File: src/rtl/wb_arbiter.sv
// wb_arbiter: two-master / one-slave Wishbone classic arbiter.
// Master 0 is instruction fetch and master 1 is load/store. The arbiter
// latches one single-transfer request per master and grants the slave
// round-robin. It replays the winning request as a one-cycle strobe. It
// routes ack/err/read data back to the owning master only.
//
// Ports:
//   clk, reset                 clock, asynchronous active-low reset
//   i_mX_cyc/stb/we/addr/data  master X request (X = 0, 1)
//   o_mX_data/ack/err          master X response (combinational from slave)
//   o_s_cyc/stb/we/addr/data   slave request
//   i_s_data/ack/err           slave response
//   o_grant                    one-hot current owner (bit0 = m0), 0 when idle
//
// Optional feature: define WB_ARB_TIMEOUT_EN to abort a transfer with an
// error to the owner once TIMEOUT cycles pass in REQ/WAIT without a slave
// termination.
module wb_arbiter #(
  parameter int ADDR_WIDTH = 32,
  parameter int DATA_WIDTH = 32,
  parameter int TIMEOUT    = 255
) (
  input  logic                  clk,
  input  logic                  reset,
  input  logic                  i_m0_cyc,
  input  logic                  i_m0_stb,
  input  logic                  i_m0_we,
  input  logic [ADDR_WIDTH-1:0] i_m0_addr,
  input  logic [DATA_WIDTH-1:0] i_m0_data,
  output logic [DATA_WIDTH-1:0] o_m0_data,
  output logic                  o_m0_ack,
  output logic                  o_m0_err,
  input  logic                  i_m1_cyc,
  input  logic                  i_m1_stb,
  input  logic                  i_m1_we,
  input  logic [ADDR_WIDTH-1:0] i_m1_addr,
  input  logic [DATA_WIDTH-1:0] i_m1_data,
  output logic [DATA_WIDTH-1:0] o_m1_data,
  output logic                  o_m1_ack,
  output logic                  o_m1_err,
  output logic                  o_s_cyc,
  output logic                  o_s_stb,
  output logic                  o_s_we,
  output logic [ADDR_WIDTH-1:0] o_s_addr,
  output logic [DATA_WIDTH-1:0] o_s_data,
  input  logic [DATA_WIDTH-1:0] i_s_data,
  input  logic                  i_s_ack,
  input  logic                  i_s_err,
  output logic [1:0]            o_grant
);

  typedef enum logic [1:0] {
    ST_IDLE = 2'd0,
    ST_REQ  = 2'd1,
    ST_WAIT = 2'd2
  } state_t;

  state_t                state_r;
  state_t                state_s;
  logic [1:0]            pend_r;
  logic [1:0]            lat_we_r;
  logic [ADDR_WIDTH-1:0] lat_addr_r [2];
  logic [DATA_WIDTH-1:0] lat_data_r [2];
  // Index of the master granted most recently; also the current owner while busy.
  logic                  last_grant_r;
  logic                  s_we_r;
  logic [ADDR_WIDTH-1:0] s_addr_r;
  logic [DATA_WIDTH-1:0] s_data_r;

  logic [1:0]            m_cyc_s;
  logic [1:0]            m_stb_s;
  logic [1:0]            m_we_s;
  logic [ADDR_WIDTH-1:0] m_addr_s [2];
  logic [DATA_WIDTH-1:0] m_data_s [2];
  logic                  busy_s;
  logic                  start_s;
  logic                  winner_s;
  logic [1:0]            grant_s;
  logic                  owner_cyc_s;
  logic                  timeout_s;
  logic                  term_s;
  logic                  abort_s;

  assign m_cyc_s     = {i_m1_cyc, i_m0_cyc};
  assign m_stb_s     = {i_m1_stb, i_m0_stb};
  assign m_we_s      = {i_m1_we, i_m0_we};
  assign m_addr_s[0] = i_m0_addr;
  assign m_addr_s[1] = i_m1_addr;
  assign m_data_s[0] = i_m0_data;
  assign m_data_s[1] = i_m1_data;

  assign busy_s      = (state_r != ST_IDLE);
  assign start_s     = (state_r == ST_IDLE) && (pend_r != 2'b00);
  assign grant_s     = busy_s ? (last_grant_r ? 2'b10 : 2'b01) : 2'b00;
  assign owner_cyc_s = last_grant_r ? i_m1_cyc : i_m0_cyc;
  assign term_s      = busy_s && (i_s_ack || i_s_err || timeout_s);
  assign abort_s     = busy_s && !owner_cyc_s;

`ifdef WB_ARB_TIMEOUT_EN
  localparam int CNT_W = $clog2(TIMEOUT + 1);
  localparam logic [CNT_W-1:0] TO_VAL = CNT_W'(TIMEOUT);

  logic [CNT_W-1:0] cnt_r;

  // Transfer age counter: zero in the REQ cycle, saturates at TIMEOUT.
  always_ff @(posedge clk or negedge reset) begin
    if (!reset) begin
      cnt_r <= '0;
    end else if (start_s) begin
      cnt_r <= '0;
    end else if (busy_s && (cnt_r != TO_VAL)) begin
      cnt_r <= cnt_r + {{(CNT_W-1){1'b0}}, 1'b1};
    end
  end

  // A slave termination in the same cycle wins over the timeout.
  assign timeout_s = busy_s && (cnt_r == TO_VAL) && !i_s_ack && !i_s_err;
`else
  assign timeout_s = 1'b0;
`endif

  // Round-robin pick: on a tie the master not granted last wins.
  always_comb begin
    winner_s = 1'b0;
    if (pend_r == 2'b11) begin
      winner_s = ~last_grant_r;
    end else if (pend_r[1]) begin
      winner_s = 1'b1;
    end else begin
      winner_s = 1'b0;
    end
  end

  // Next-state logic.
  always_comb begin
    state_s = state_r;
    case (state_r)
      ST_IDLE: begin
        if (pend_r != 2'b00) state_s = ST_REQ;
        else                 state_s = ST_IDLE;
      end
      ST_REQ: begin
        if (term_s || abort_s) state_s = ST_IDLE;
        else                   state_s = ST_WAIT;
      end
      ST_WAIT: begin
        if (term_s || abort_s) state_s = ST_IDLE;
        else                   state_s = ST_WAIT;
      end
      default: state_s = ST_IDLE;
    endcase
  end

  // State register.
  always_ff @(posedge clk or negedge reset) begin
    if (!reset) begin
      state_r <= ST_IDLE;
    end else begin
      state_r <= state_s;
    end
  end

  // Per-master request latch. Strobes seen while a request is pending are
  // dropped, including one that coincides with the terminating cycle.
  always_ff @(posedge clk or negedge reset) begin
    if (!reset) begin
      pend_r   <= 2'b00;
      lat_we_r <= 2'b00;
      for (int i = 0; i < 2; i++) begin
        lat_addr_r[i] <= '0;
        lat_data_r[i] <= '0;
      end
    end else begin
      for (int i = 0; i < 2; i++) begin
        if (pend_r[i]) begin
          if (!m_cyc_s[i] || (term_s && grant_s[i])) pend_r[i] <= 1'b0;
        end else if (m_cyc_s[i] && m_stb_s[i]) begin
          pend_r[i]     <= 1'b1;
          lat_we_r[i]   <= m_we_s[i];
          lat_addr_r[i] <= m_addr_s[i];
          lat_data_r[i] <= m_data_s[i];
        end
      end
    end
  end

  // Owner and slave request registers, loaded on entry to REQ and held after.
  always_ff @(posedge clk or negedge reset) begin
    if (!reset) begin
      last_grant_r <= 1'b1;
      s_we_r       <= 1'b0;
      s_addr_r     <= '0;
      s_data_r     <= '0;
    end else if (start_s) begin
      last_grant_r <= winner_s;
      s_we_r       <= lat_we_r[winner_s];
      s_addr_r     <= lat_addr_r[winner_s];
      s_data_r     <= lat_data_r[winner_s];
    end
  end

  assign o_s_cyc  = busy_s;
  assign o_s_stb  = (state_r == ST_REQ);
  assign o_s_we   = s_we_r;
  assign o_s_addr = s_addr_r;
  assign o_s_data = s_data_r;
  assign o_grant  = grant_s;

  // Terminations reach only the owner, and only while it still holds cyc.
  assign o_m0_ack  = i_s_ack && grant_s[0] && i_m0_cyc;
  assign o_m1_ack  = i_s_ack && grant_s[1] && i_m1_cyc;
  assign o_m0_err  = (i_s_err || timeout_s) && grant_s[0] && i_m0_cyc;
  assign o_m1_err  = (i_s_err || timeout_s) && grant_s[1] && i_m1_cyc;
  assign o_m0_data = grant_s[0] ? i_s_data : '0;
  assign o_m1_data = grant_s[1] ? i_s_data : '0;

endmodule

File: config.mk
export PLATFORM = sky130hd
export DESIGN_NAME = wb_arbiter
export DESIGN_NICKNAME = d
export VERILOG_FILES = /design/src/rtl/wb_arbiter.sv
export SDC_FILE = /design/constraint.sdc
export NUM_CORES = 1
export LEC_CHECK = 0
export ABC_CLOCK_PERIOD_IN_PS = 2310
export BUFFER_PORTS_ARGS = -buffer_cell sky130_fd_sc_hd__buf_2
export CELL_PAD_IN_SITES_DETAIL_PLACEMENT = 1
export CELL_PAD_IN_SITES_GLOBAL_PLACEMENT = 1
export CORE_ASPECT_RATIO = 0.5
export CORE_MARGIN = 2
export CORE_UTILIZATION = 39
export CTS_BUF_LIST = sky130_fd_sc_hd__clkbuf_8
export CTS_CLUSTER_SIZE = 10
export DETAILED_ROUTE_END_ITERATION = 10
export MAX_ROUTING_LAYER = met4
export PLACE_DENSITY = 0.84
export SLEW_MARGIN = 30
export SYNTH_ARGS = -nofsm -noshare
export SYNTH_HDL_FRONTEND = slang
export SYNTH_SLANG_ARGS = --single-unit
File: constraint.sdc
create_clock -name clk -period 2.31 [get_ports clk]
set_input_delay 0.462 -clock clk [delete_from_list [all_inputs] [get_ports clk]]
set_output_delay 0.462 -clock clk [all_outputs]
set_load 0.01 [all_outputs]
After elaboration in Yosys (flattened, before gate mapping)

Cells that the tools add are included.

Output and inout bits: 137
Register bits after elaboration: 200
Bits of input ports: 170

Muxes and demuxes: 24
Equality and inequality tests: 3
Magnitude comparators: 2
Reduce and logical (&&, ||, !) cells: 28
Bitwise operators: 4

Operators by type and width:

| cell                 | count |
|---|---|
| $mux W32             | 8 |
| $logic_and A1 B1 Y1  | 15 |
| $mux W1              | 12 |
| $mux W2              | 3 |
| $eq A2 B2 Y1 const B | 2 |
| $logic_or A1 B1 Y1   | 4 |
| $pmux W2 S2          | 1 |
| $reduce_and A2 Y1    | 2 |
| $reduce_bool A2 Y1   | 2 |
| $logic_not A1 Y1     | 3 |
| $not A1 Y1           | 3 |
| $eq A2 B1 Y1 const B | 1 |
| $ge A2 B2 Y1 const B | 1 |
| $logic_not A2 Y1     | 1 |
| $lt A1 B2 Y1 const B | 1 |
| $not A1 Y2           | 1 |
| $reduce_or A2 Y1     | 1 |

Depth between registers and ports, before layout

Gate-level depths: netlist (run 1).

Depth after elaboration: 6
Depth in mapped cells: 7
Mapped depth without buffers: 5

Least setup slack after synthesis (run 1)

OpenSTA, ideal clock, no wires.

Path kind: register to output
From: register state_r[0]
To: output o_m1_data[18]
Buffers on the path: 1
Data arrival time: 1.439 ns
Slack: 0.409 ns
Cell stages (with the launch flop): 6
Data required time: 1.848 ns
Cell sequence: dfrtp_1 -> inv_1 -> ha_1 -> and2b_1 -> clkbuf_1 -> and2_1

Cells in the longest elaborated chain, start to end: 3

RTL lines:

| item                     | RTL line | text |
|---|---|---|
| start: declaration       | 58       | `state_t state_r;` |
| start signal: assignment | 159      | `state_r <= state_s;` |
| $reduce_bool A2 Y1       | 92       | `assign busy_s = (state_r != ST_IDLE);` |
| $mux W2                  | 94       | `assign grant_s = busy_s ? (last_grant_r ? 2'b10 : 2'b01) : 2'b00;` |
| net o_grant[1]           | 49       | `output logic [1:0] o_grant` |
| $mux W32                 | 215      | `assign o_m1_data = grant_s[1] ? i_s_data : '0;` |
| end: declaration         | 38       | `output logic [DATA_WIDTH-1:0] o_m1_data,` |

The timed path passes the listed nets, and every way through them passes these cells.

Worst setup path in the final report (run 1)

From: register state_r[1]
To: output o_m1_data[11]

Cells in the longest elaborated chain, start to end: 3

RTL lines:

| item               | RTL line |
|---|---|
| $reduce_bool A2 Y1 | 92 |
| $mux W2            | 94 |
| $mux W32           | 215 |

Every way passes these cells.

==> results.sh, run 1 <==
export IMPL_synth_most_common_cell="dfrtp_1"
export IMPL_worstPathMaxFanout=21
export IMPL_syn_area_mm2=0.00852
export IMPL_globalplace_congestion=0.870
export IMPL_cts_buffers=17
export IMPL_wl_per_cell_um=20.0
export IMPL_rsz0062_at_grt="true"
export IMPL_tightestPinTransition_ps=749
export IMPL_min_delay_path_depth=2
export IMPL_synth_edf_count=0
export IMPL_hold_start="i_m1_data[1]"
export IMPL_drc=0
export IMPL_hold_end="lat_data_r[1]$_DFFE_PN0P_"
export IMPL_start_kind="flop"
export IMPL_final_setup_worst_slack_ps=-5.61
export IMPL_ys_types=24
export IMPL_grt_pass1_wl_um=41100
export IMPL_dp_cells=1310
export IMPL_ys_warn_count=0
export IMPL_die_y_um=109
export IMPL_crit_chain="inv_2 > ha_4 > and2b_2 > buf_12 > and2_1 > buf_2"
export IMPL_synth_seq_cells=200
export IMPL_cts_sinks=200
export IMPL_firstDrtPassIters=4
export IMPL_worst_r2r_endpoint="o_s_data[7]$_DFFE_PN0P_"
export IMPL_r2r_cells=4
export IMPL_finalCritPeriodShare_pct=100
export IMPL_max_stage_delay_ps=420
export IMPL_fmaxAchievable_ghz=0.432
export IMPL_portBuffers=306
export IMPL_cts_tree="built"
export IMPL_vias=6756
export IMPL_vias_per_cell=4.97
export IMPL_cellPowerDensity_mw_per_mm2=1190
export IMPL_syn_avg_cell_area_um2=11.6
export IMPL_p_leak_nw=5.46
export IMPL_grt_antenna_before_repair=6
export IMPL_hpwl_um=19300
export IMPL_cp_num_buf_inv=3
export IMPL_drt_total_wl_um=27200
export IMPL_filler_cell_count=2415
export IMPL_die_x_um=213
export IMPL_hold_viol_final=0
export IMPL_synthCells=735
export IMPL_cts_root_buf="clkbuf_8"
export IMPL_clkSlewWorstSetupHoldPaths_ps=130
export IMPL_hold_slack_ps=177
export IMPL_finalCriticalPeriod_ps=2320
export IMPL_ys_flop_type="dfrtp_1"
export IMPL_synth_area_top_cells="dfrtp_1 58%, mux2_1 17%, a21oi_1 7.8%"
export IMPL_maxCapViolCount=0
export IMPL_finalNonFillerCells=1358
export IMPL_slew_headroom_pct=49.9
export IMPL_reg2reg_slack_ps=440
export IMPL_crit_family="simple AND/OR/NAND/NOR gates"
export IMPL_area_growth_pct=30.8
export IMPL_clock_latency_ps=480
export IMPL_clock_skew_ps=19.7
export IMPL_max_vdd_ir_drop_uv=514
export IMPL_drive_above_1_share_pct=37.6
export IMPL_violations="setup timing"
export IMPL_detail_route_iter0_violations=286
export IMPL_maxSlewViolCount=0
export IMPL_status="complete, but fails checks"
export IMPL_synth_top_area_cell="dfrtp_1"
export IMPL_synth_top_cell_area_share_pct=58.4
export IMPL_crit_path_end_kind="output port"
export IMPL_io_pins=307
export IMPL_fin_nets=1212
export IMPL_cp_slowest_cell="dfrtp_1"
export IMPL_hold_class="in2reg"
export IMPL_start_util_pct=39.6
export IMPL_cp_arrival_ps=1850
export IMPL_htreeDepth=4
export IMPL_synthesis_nets=909
export IMPL_dieArea_mm2=0.0231
export IMPL_crit_type="reg2out"
export IMPL_synth_commonest_cells="199 x dfrtp_1, 132 x a21oi_1, 130 x mux2_1, 68 x nor2_1, 67 x nand2_1"
export IMPL_yosysSeqAreaShare_pct=58.7
export IMPL_grt_pass1_vias=7478
export IMPL_grt_max_degree=58
export IMPL_grt_usage_pct=24.2
export IMPL_power_w=0.0133
export IMPL_reg2reg_from="pend_r[0]$_DFF_PN0_"
export IMPL_fp_coreArea_mm2=0.0215
export IMPL_drtAntennaViolNets=0
export IMPL_std_cell_rows=38
export IMPL_async_reset_ff_share_pct=100
export IMPL_critPathRequiredTime_ps=1850
export IMPL_grt_overflow=0
export IMPL_clock_path_buffers=2
export IMPL_utilization_pct=51.8
export IMPL_setup_viol=1
-- cells by family (layout without fill, tap and decap cells) --
group / after synthesis / in the layout / synth area share (%)
and+or+nand+nor: 208 / 208 / 11.6
adders and majority gates: 4 / 4 / 0.587
other: 0 / 7 / 0
AOI/OAI and AO/OA: 140 / 140 / 8.40
buffers and inverters: 52 / 368 / 3.33
muxes: 131 / 131 / 17.3
DFF: 200 / 200 / 58.7
-- placed cells by master (no fill, tap or decap), types with 2 or more instances in the layout --
| cell type | count |
|---|---|
| buf_2 | 286 |
| dfrtp_1 | 199 |
| a21oi_1 | 132 |
| mux2_1 | 130 |
| nor2_1 | 67 |
| nand2_1 | 67 |
| and2_1 | 45 |
| buf_6 | 22 |
| clkbuf_8 | 20 |
| and2_4 | 19 |
| buf_4 | 13 |
| buf_12 | 10 |
| inv_6 | 8 |
| diode_2 | 7 |
| and3_1 | 4 |
| ha_1 | 3 |
| inv_2 | 2 |
| nor2b_1 | 2 |
| nand3b_4 | 2 |
| bufinv_16 | 2 |
| clkinvlp_4 | 2 |
-- registers in the layout, indices dropped and copies added, names as in the netlist --
name	flops
lat_data_r	64
pend_r	2
last_grant_r	1
lat_addr_r	64
o_s_we	1
o_s_addr	32
lat_we_r	2
o_s_data	32
state_r	2
-- worst register-to-register path, stage by stage, from the launching register on --
cell and delay (ps):
dfrtp_1 530, o21ai_4 650, buf_4 360, a21oi_1 70
a21oi_1 180
-- where the power goes --
| part | leakage (nW) | switching [W] | internal, W |
|---|---|---|---|
| combinational | 2.94 | 0.00303 | 0.00239 |
| sequential | 2.32 | 0.000696 | 0.00475 |
| clock | 0.208 | 0.00135 | 0.00106 |
-- how the worst max path moves through the flow --
stage / from / end / slack (ps) / cells after the start
finish: state_r[1]$_DFF_PN0_ / o_m1_data[11] / -6 / 6
global route: state_r[1]$_DFF_PN0_ / o_m1_data[11] / -70 / 6
CTS: state_r[1]$_DFF_PN0_ / o_m1_ack / 6 / 6
detailed placement: state_r[0]$_DFF_PN0_ / o_m0_data[12] / 430 / 6
global placement: state_r[0]$_DFF_PN0_ / o_m0_data[4] / 510 / 6
floorplan: state_r[0]$_DFF_PN0_ / o_m1_data[18] / 410 / 5
-- repair_timing --
| item | 4_1_cts | 5_1_grt |
|---|---|---|
| hold buffers | 1 | 0 |
| pin swaps | 1 | 16 |
| cloned | 1 | 0 |
| endpoints found under the hold margin | 50 | 0 |
| setup buffers | 1 | 6 |
| gates resized for setup | 8 | 43 |
| endpoints found under the setup margin | 67 | 66 |
-- layer usage --
layer	up-vias	part of all wire [%]	global-route usage, %
li1	3083	-	-
met1	3442	40	27.4
met2	178	53	43.3
met3	53	3.2	3.40
met4	0	3.4	10.4
met5	-	0	-
-- cell type report --
type,instances,area [µm²],area share (%)
flip-flops and latches,200,5010,44.9
multi-input cells,483,3320,29.8
repair buffers,333,2000,17.9
well taps,300,375,3.37
clock buffers,19,262,2.35
clock inverters,13,156,1.40
diodes,7,17.5,0.157
inverters,3,11.3,0.101
-- per-stage QoR --
stage,TNS [ps],setup WS [ps],area [µm²]
final,-5.61,-5.61,11100
after global placement,0,505,10400
after global routing,-1960,-68.5,11100
after CTS,0,5.83,10900
after detailed placement,0,433,10400
after floorplan,0,409,8520
(Power assumes the default switching activity.)
==> run 2: changes to the inputs <==
--- a/constraint.sdc
+++ b/constraint.sdc
@@ -3,2 +3,2 @@
 set_output_delay 0.462 -clock clk [all_outputs]
-set_load 0.01 [all_outputs]
+set_load 0.1 [all_outputs]
==> run 2 against run 1 <==
  * The run still ends with setup timing left
  * Final cell count rose by 1.1%
  * Routed wire length rose by 13%
  * Count of clock-buffer cells in the layout fell by 1
  * Register-to-register slack got worse by 110 ps
  * Utilization rose by 6.1 points
  * Fmax fell by 3.9%
  * Non-clock buffer count rose by 15
  * Largest cell class unchanged
  * Highest routed layer unchanged
==> results.sh, run 2 (same netlist as run 1, synthesis figures left out) <==
export IMPL_place_ws_ps=221
export IMPL_drive_above_1_share_pct=42.9
export IMPL_htreeDepth=4
export IMPL_worstPathMaxFanout=11
export IMPL_drt_total_wl_um=30900
export IMPL_crit_type="reg2out"
export IMPL_slew_headroom_pct=56.3
export IMPL_hold_start="i_m0_addr[25]"
export IMPL_hold_viol_final=0
export IMPL_globalplace_congestion=0.821
export IMPL_layout_commonest_cell="buf_2"
export IMPL_wl_per_cell_um=22.5
export IMPL_start_kind="flop"
export IMPL_hpwl_um=20300
export IMPL_grt_pass1_vias=7897
export IMPL_grt_usage_pct=25.7
export IMPL_fin_nets=1227
export IMPL_cp_arrival_ps=1950
export IMPL_layout_common_cells="234 x buf_2, 199 x dfrtp_1, 132 x a21oi_1"
export IMPL_use_met3_pct=4.73
export IMPL_busiest_layer="met2"
export IMPL_setup_viol=37
export IMPL_dieArea_mm2=0.0231
export IMPL_cts_buffers=17
export IMPL_crit_path_end_kind="output port"
export IMPL_tightestPinTransition_ps=652
export IMPL_fp_coreArea_mm2=0.0215
export IMPL_maxCapViolCount=0
export IMPL_area_growth_pct=46.3
export IMPL_critPathRequiredTime_ps=1850
export IMPL_grt_pass1_wl_um=43200
export IMPL_drtAntennaViolNets=0
export IMPL_cts_root_buf="clkbuf_8"
export IMPL_worst_r2r_endpoint="o_s_addr[29]$_DFFE_PN0P_"
export IMPL_violations="setup timing"
export IMPL_clkSlewWorstSetupHoldPaths_ps=110
export IMPL_portBuffers=306
export IMPL_die_x_um=213
export IMPL_io_pins=307
export IMPL_r2r_cells=5
export IMPL_status="complete, but fails checks"
export IMPL_drc=0
export IMPL_hold_class="in2reg"
export IMPL_largestRegisters="lat_addr_r x64, lat_data_r x64"
export IMPL_rsz0062_at_grt="true"
export IMPL_std_cell_rows=38
export IMPL_clock_path_buffers=2
export IMPL_hold_end="lat_addr_r[57]$_DFFE_PN0P_"
export IMPL_clock_latency_ps=470
export IMPL_reg2reg_slack_ps=330
export IMPL_maxSlewViolCount=0
export IMPL_grtUsageMet1_pct=26.9
export IMPL_vias_per_cell=5.15
export IMPL_vias=7076
export IMPL_min_delay_path_depth=2
export IMPL_grt_max_degree=56
export IMPL_clock_skew_ps=14.6
export IMPL_grt_overflow=0
export IMPL_final_setup_worst_slack_ps=-101
export IMPL_fmaxAchievable_ghz=0.415
export IMPL_reg2reg_from="last_grant_r$_DFFE_PN1P_"
export IMPL_cts_tree="built"
export IMPL_use_met2_pct=47.7
export IMPL_cts_sinks=200
export IMPL_grt_antenna_before_repair=6
export IMPL_firstDrtPassIters=4
export IMPL_detail_route_iter0_violations=387
export IMPL_start_util_pct=39.6
export IMPL_finalCriticalPeriod_ps=2410
export IMPL_die_y_um=109
export IMPL_finalCritPeriodShare_pct=104
[run 2: changes by cell type in the layout (fill, tap and decap cells not counted), sizes merged]
cell	delta
buf	+12
inv	-4
clkinv	+4
clkbuf	+2
bufinv	+1
[run 2: how the worst max path moves through the flow]
stage                          from       endpoint  cells after the start
6_report       state_r[0]$_DFF_PN0_  o_m1_data[23]                      6
5_1_grt        state_r[0]$_DFF_PN0_  o_m1_data[23]                      6
4_1_cts        state_r[0]$_DFF_PN0_       o_m1_err                      6
3_5_place_dp   state_r[0]$_DFF_PN0_       o_m1_err                      6
3_3_place_gp   state_r[0]$_DFF_PN0_       o_m1_err                      6
2_1_floorplan  state_r[0]$_DFF_PN0_       o_m1_ack                      4
[run 2: layer usage]
metal | wire [µm] | vias up
li1 | - | 3109
met1 | 11500 | 3673
met2 | 17100 | 234
met3 | 1280 | 60
met4 | 1070 | 0
met5 | 0 | -
[run 2: cell type report]
| cell class | instances | area [µm²] |
|---|---|---|
| inverters | 3 | 11.3 |
| diodes | 7 | 17.5 |
| repair buffers | 348 | 3180 |
| clock buffers | 18 | 248 |
| multi-input cells | 483 | 3450 |
| clock inverters | 14 | 185 |
| well taps | 300 | 375 |
| fillers | 2256 | 9070 |
| flip-flops and latches | 200 | 5010 |
[run 2: what timing repair did]
item                                   4_1_cts  5_1_grt
resized for setup                           22       38
cloned                                       0        6
pin swaps                                    0       21
endpoints found under the hold margin       51        0
hold buffers                                 1        0
setup buffers                                7        5
setup endpoints to repair                   70       69
[run 2: through the flow]
step	hold slack [ps]	instance area [µm²]	utilization (%)	cells	TNS, ps
2_1_floorplan	166	8620	-	735	0
3_3_place_gp	459	11700	54.2	1315	0
3_5_place_dp	463	11700	54.2	1315	0
4_1_cts	153	12200	56.7	1355	-2840
5_1_grt	163	12500	57.9	1372	-7060
6_report	198	12500	57.9	1373	-2180
[run 2: worst max-delay path, cell delays in order (launching register included)]
cell	delay, ps
dfrtp_1	400
inv_2	70
ha_4	170
and2b_4	300
clkbuf_16	170
and2_4	180
buf_12	180
Power of run 2 is left out: the tool's default activity adds up to more than one toggle a clock period on the data nets, which glitch-free logic cannot reach.
